===== config.mk =====
export PLATFORM = sky130hd
export DESIGN_NAME = matrix_mul_ctrl
export DESIGN_NICKNAME = d
export VERILOG_FILES = /design/src/rtl/matrix_mul_ctrl.sv
export SDC_FILE = /design/constraint.sdc
export NUM_CORES = 1
export LEC_CHECK = 0
export ABC_AREA = 1
export CAP_MARGIN = 30
export CORE_MARGIN = 4
export CORE_UTILIZATION = 40
export DETAILED_ROUTE_END_ITERATION = 8
export GPL_TIMING_DRIVEN = 0
export PLACE_DENSITY = 0.71
export SLEW_MARGIN = 20
export SYNTH_ARGS = -nofsm -noshare
export SYNTH_HDL_FRONTEND = slang
export SYNTH_SLANG_ARGS = --single-unit

===== constraint.sdc =====
create_clock -name clk -period 7 [get_ports clk]
set_clock_uncertainty 0.1 [all_clocks]
set_input_delay 1.4 -clock clk [delete_from_list [all_inputs] [get_ports clk]]
set_output_delay 1.4 -clock clk [all_outputs]
set_load 0.1 [all_outputs]

===== src/rtl/matrix_mul_ctrl.sv =====
// Sequencer for a single-MAC matrix multiplier: walks i/j/k over DIM x DIM
// operands, producing A/B read addresses, accumulator control and C write strobes.
module matrix_mul_ctrl #(
  parameter int DIM = 3,
  parameter int AW  = 4
) (
  input  logic          clk,
  input  logic          reset_n,
  input  logic          op_start,
  input  logic          op_clear,
  output logic [AW-1:0] a_addr,
  output logic [AW-1:0] b_addr,
  output logic [AW-1:0] c_addr,
  output logic          mac_clr,
  output logic          mac_en,
  output logic          c_we,
  output logic          busy,
  output logic          done,
  output logic [2:0]    state
);

  typedef enum logic [2:0] {
    S_IDLE  = 3'b000,
    S_CLR   = 3'b001,
    S_MAC   = 3'b010,
    S_WRITE = 3'b011,
    S_DONE  = 3'b100
  } state_t;

  localparam int            CW    = 3;
  localparam logic [CW-1:0] LAST  = CW'(DIM - 1);
  localparam logic [AW-1:0] DIM_A = AW'(DIM);

  state_t        st;
  logic [CW-1:0] i_q;
  logic [CW-1:0] j_q;
  logic [CW-1:0] k_q;

  // op_clear outranks every transition, including a start seen in IDLE.
  always_ff @(posedge clk or negedge reset_n) begin
    if (!reset_n) begin
      st  <= S_IDLE;
      i_q <= '0;
      j_q <= '0;
      k_q <= '0;
    end else if (op_clear) begin
      st  <= S_IDLE;
      i_q <= '0;
      j_q <= '0;
      k_q <= '0;
    end else begin
      case (st)
        S_IDLE: begin
          i_q <= '0;
          j_q <= '0;
          k_q <= '0;
          if (op_start) st <= S_CLR;
        end
        S_CLR: begin
          k_q <= '0;
          st  <= S_MAC;
        end
        S_MAC: begin
          if (k_q == LAST) begin
            k_q <= '0;
            st  <= S_WRITE;
          end else begin
            k_q <= k_q + 1'b1;
          end
        end
        S_WRITE: begin
          if (j_q != LAST) begin
            j_q <= j_q + 1'b1;
            st  <= S_CLR;
          end else if (i_q != LAST) begin
            j_q <= '0;
            i_q <= i_q + 1'b1;
            st  <= S_CLR;
          end else begin
            st <= S_DONE;
          end
        end
        S_DONE: begin
          i_q <= '0;
          j_q <= '0;
          k_q <= '0;
          st  <= S_IDLE;
        end
        default: begin
          i_q <= '0;
          j_q <= '0;
          k_q <= '0;
          st  <= S_IDLE;
        end
      endcase
    end
  end

  // Outputs are pure decodes so operands line up with zero-latency reads.
  assign a_addr  = AW'(i_q) * DIM_A + AW'(k_q);
  assign b_addr  = AW'(k_q) * DIM_A + AW'(j_q);
  assign c_addr  = AW'(i_q) * DIM_A + AW'(j_q);
  assign mac_clr = (st == S_CLR);
  assign mac_en  = (st == S_MAC);
  assign c_we    = (st == S_WRITE);
  assign busy    = (st == S_CLR) || (st == S_MAC) || (st == S_WRITE);
  assign done    = (st == S_DONE);
  assign state   = st;

endmodule


==> metrics.txt <==
worst-case clock buffer depth 2; crit path max fanout 8; Crit path buffers/inverters 1; CTS resizes 0; HP Start i_q[1]$_DFFE_PN0P_; Worst EP required ~5.5 ns; placed cell area roughly 1300 sq um; syn_area_per_cell 8.28 sq um; Synth cell types 20; HPWL after DPL 1.90 mm; Mapped Area 1050 sq um; worst reg-to-reg path cell count 8; setup TNS 0 ns; fin crit period 4.93 ns; wire per inst 12.5 um; Critical R2R Launch i_q[0]$_DFFE_PN0P_; vias per inst 4.96; Vias 913; root buffer cell clkbuf_4; run status complete, no violations; DRT Pass-1 Iters 4; Cell Int Power 0.000124 W; Flop pwr share 0.334; # DRC 0; post-place setup slack 2.37 ns; area of the core around 2500 sq um; routed wire length 2.30 mm; Final Hold Vio Count 0; # IOs 24; worst slew pin tran just under 1 ns; initial antenna violation count 0; critical path depth 6; largest net degree at the start of global routing 13; post-synthesis sequential area ratio 0.286; combinational fraction of design power 0.410; vias in the first global route 931; port buffer count 23; chip height 59.3 um; Synth Net Count 149; Ys Warns 0; initial DRC count 26; setup ws final 2.07 ns; Inserted Clock Buffers 3; CTS tree done; Post-layout nets 177; H-Tree Depth 1; Clk Latency, worst-skew pair between 0.2 and 0.3 ns; MaxCap Viol Count 0; endpoint class of the critical path output pin; Starting Density 0.420; die footprint 3510 sq um; slowest cell delay on critical path 1.14 ns; Yosys top cell area share 0.286; CP delay by family, top buffers and inverters; total grt overflow 0; antenna viol nets, final 0; clock tree sinks 12; Critical Path AT roughly 3.4 ns; CTS Hold Bufs 0; maximum clock rate around 0.20 GHz; clock-pin slew on the worst setup and hold paths 0.08 ns; area delta synth->final 28.9%; antenna cells 0; Worst Hold Depth 2; main area contributors after synthesis dfrtp_1 (29%), ha_1 (14%), fa_1 (11%), nand2_1 (9.3%), inv_1 (7.9%); Tightest Hold Check Type flip-flop to flip-flop; Worst path most repeated cell fa_1; Mapped Cells 127; worst-path cell chain fa_1, ha_1, fa_1, xnor2_1, xor2_1, clkdlybuf4s50_1; Synth Register Bits 12; Peak VDD IR 0.118 mV; share of layout cells above drive strength 1 0.0909; cell row count 18; post-CTS setup buffer count 0; Worst setup startpoint j_q[1]$_DFFE_PN0P_; RSZ-0062 raised after global routing no; Routability Congestion 0.756; post-synth top area cell dfrtp_1; Crit-path slowest cell clkdlybuf4s50_1; final-layout fill cell count 233; Clk pwr share 0.256; Total GRT Usage 0.151; PwrDens 170 nW/um^2; crit start category flip-flop; global-route wire length before repair roughly 4.0 mm; sw frac 0.463; # setup viols final 0; Max-slew headroom 0.340; Die Wd between 50 and 60 um; fin cells 184; Crit Path Class flip-flop to output pin; Slew Viols, Final 0; Sw Pwr 0.000107 W; Final Cycle Share 0.704; Placed Cells 180; Static Leak ~0.70 nW; design area 1360 sq um
[routing by layer]
layer	wire [um]	up-vias	GRT usage	share of wire
met4	36	0	0.0485	0.016
met3	113	5	0.0261	0.049
met2	1190	24	0.265	0.52
met1	958	430	0.185	0.42
li1	-	454	-	-
met5	0	-	0	0
[Yosys cell counts]
cell type / count
nand2_1: 26
inv_1: 22
dfrtp_1: 12
ha_1: 12
nand3_1: 9
nor2_1: 9
fa_1: 6
nand2_2: 5
xnor2_1: 4
xor2_1: 4
a21oi_1: 3
nor3_1: 3
nand4_1: 2
nor2_4: 2
o21ai_0: 2
o22ai_1: 2
inv_2: 1
nand2_4: 1
nand3_2: 1
o211ai_1: 1
[stage by stage]
step / power (W) / hold WS [ns] / utilization
2_1_floorplan: 0.000152 / 0.423 / -
3_3_place_gp: 0.000172 / 0.456 / 0.528
6_report: 0.000230 / 0.484 / 0.542
3_5_place_dp: 0.000173 / 0.465 / 0.528
4_1_cts: 0.000232 / 0.486 / 0.542
5_1_grt: 0.000241 / 0.556 / 0.542
[registers in the layout (all words and copies together), names as in the netlist]
register  flops
state         3
k_q           3
j_q           3
i_q           3
[cell usage in the layout (no fill, tap or decap), drive strengths merged]
cell type and instances:
nand2 32, clkdlybuf4s50 23, inv 23, ha 12, dfrtp 12, nor2 11
nand3 10, fa 6, xnor2 4, xor2 4, clkbuf 4, a21oi 3
nor3 3, o21ai 2, nand4 2, o22ai 2, o211ai 1
[power groups by stage]
stage | sequential, W | clock (W) | combinational [W]
global route | 0.0000777 | 0.0000637 | 0.0000991
CTS | 0.0000770 | 0.0000600 | 0.0000952
global placement | 0.0000782 | 0 | 0.0000943
detailed placement | 0.0000783 | 0 | 0.0000949
finish | 0.0000770 | 0.0000589 | 0.0000945
floorplan | 0.0000890 | 0 | 0.0000633
[tightest hold or removal path, delay by kind of cell (launching register included)]
kind / cells / cell delay (ns)
flops: 1 / 0.44
simple gates: 2 / 0.12
[final timing paths]
path                                       to  slack [ns]
max                                 b_addr[3]        2.07
min                        i_q[1]$_DFFE_PN0P_        0.48
max reg2reg                i_q[0]$_DFFE_PN0P_        5.48
min reg2reg                i_q[1]$_DFFE_PN0P_        0.48
max in group asynchronous  j_q[0]$_DFFE_PN0P_        5.08
min in group asynchronous  i_q[1]$_DFFE_PN0P_        1.36
[area by class of cell]
class	instances	area [sq um]	area share
Timing Repair Buffer	23	230	0.170
Tap cell	30	37.5	0.0277
Inverter	23	86.3	0.0637
Clock buffer	4	36.3	0.0268
Multi-Input combinational cell	92	664	0.490
Sequential cell	12	300	0.222
[cell families after synthesis]
logic type,after synthesis,share of synthesized area
AOI/OAI and AO/OA,8,0.0429
DFF,12,0.286
buffers and inverters,23,0.0821
adders and majority gates,18,0.257
and+or+nand+nor,58,0.265
xor gates and xnor gates,8,0.0667
No activity file was read; power rests on OpenSTA's default activity.
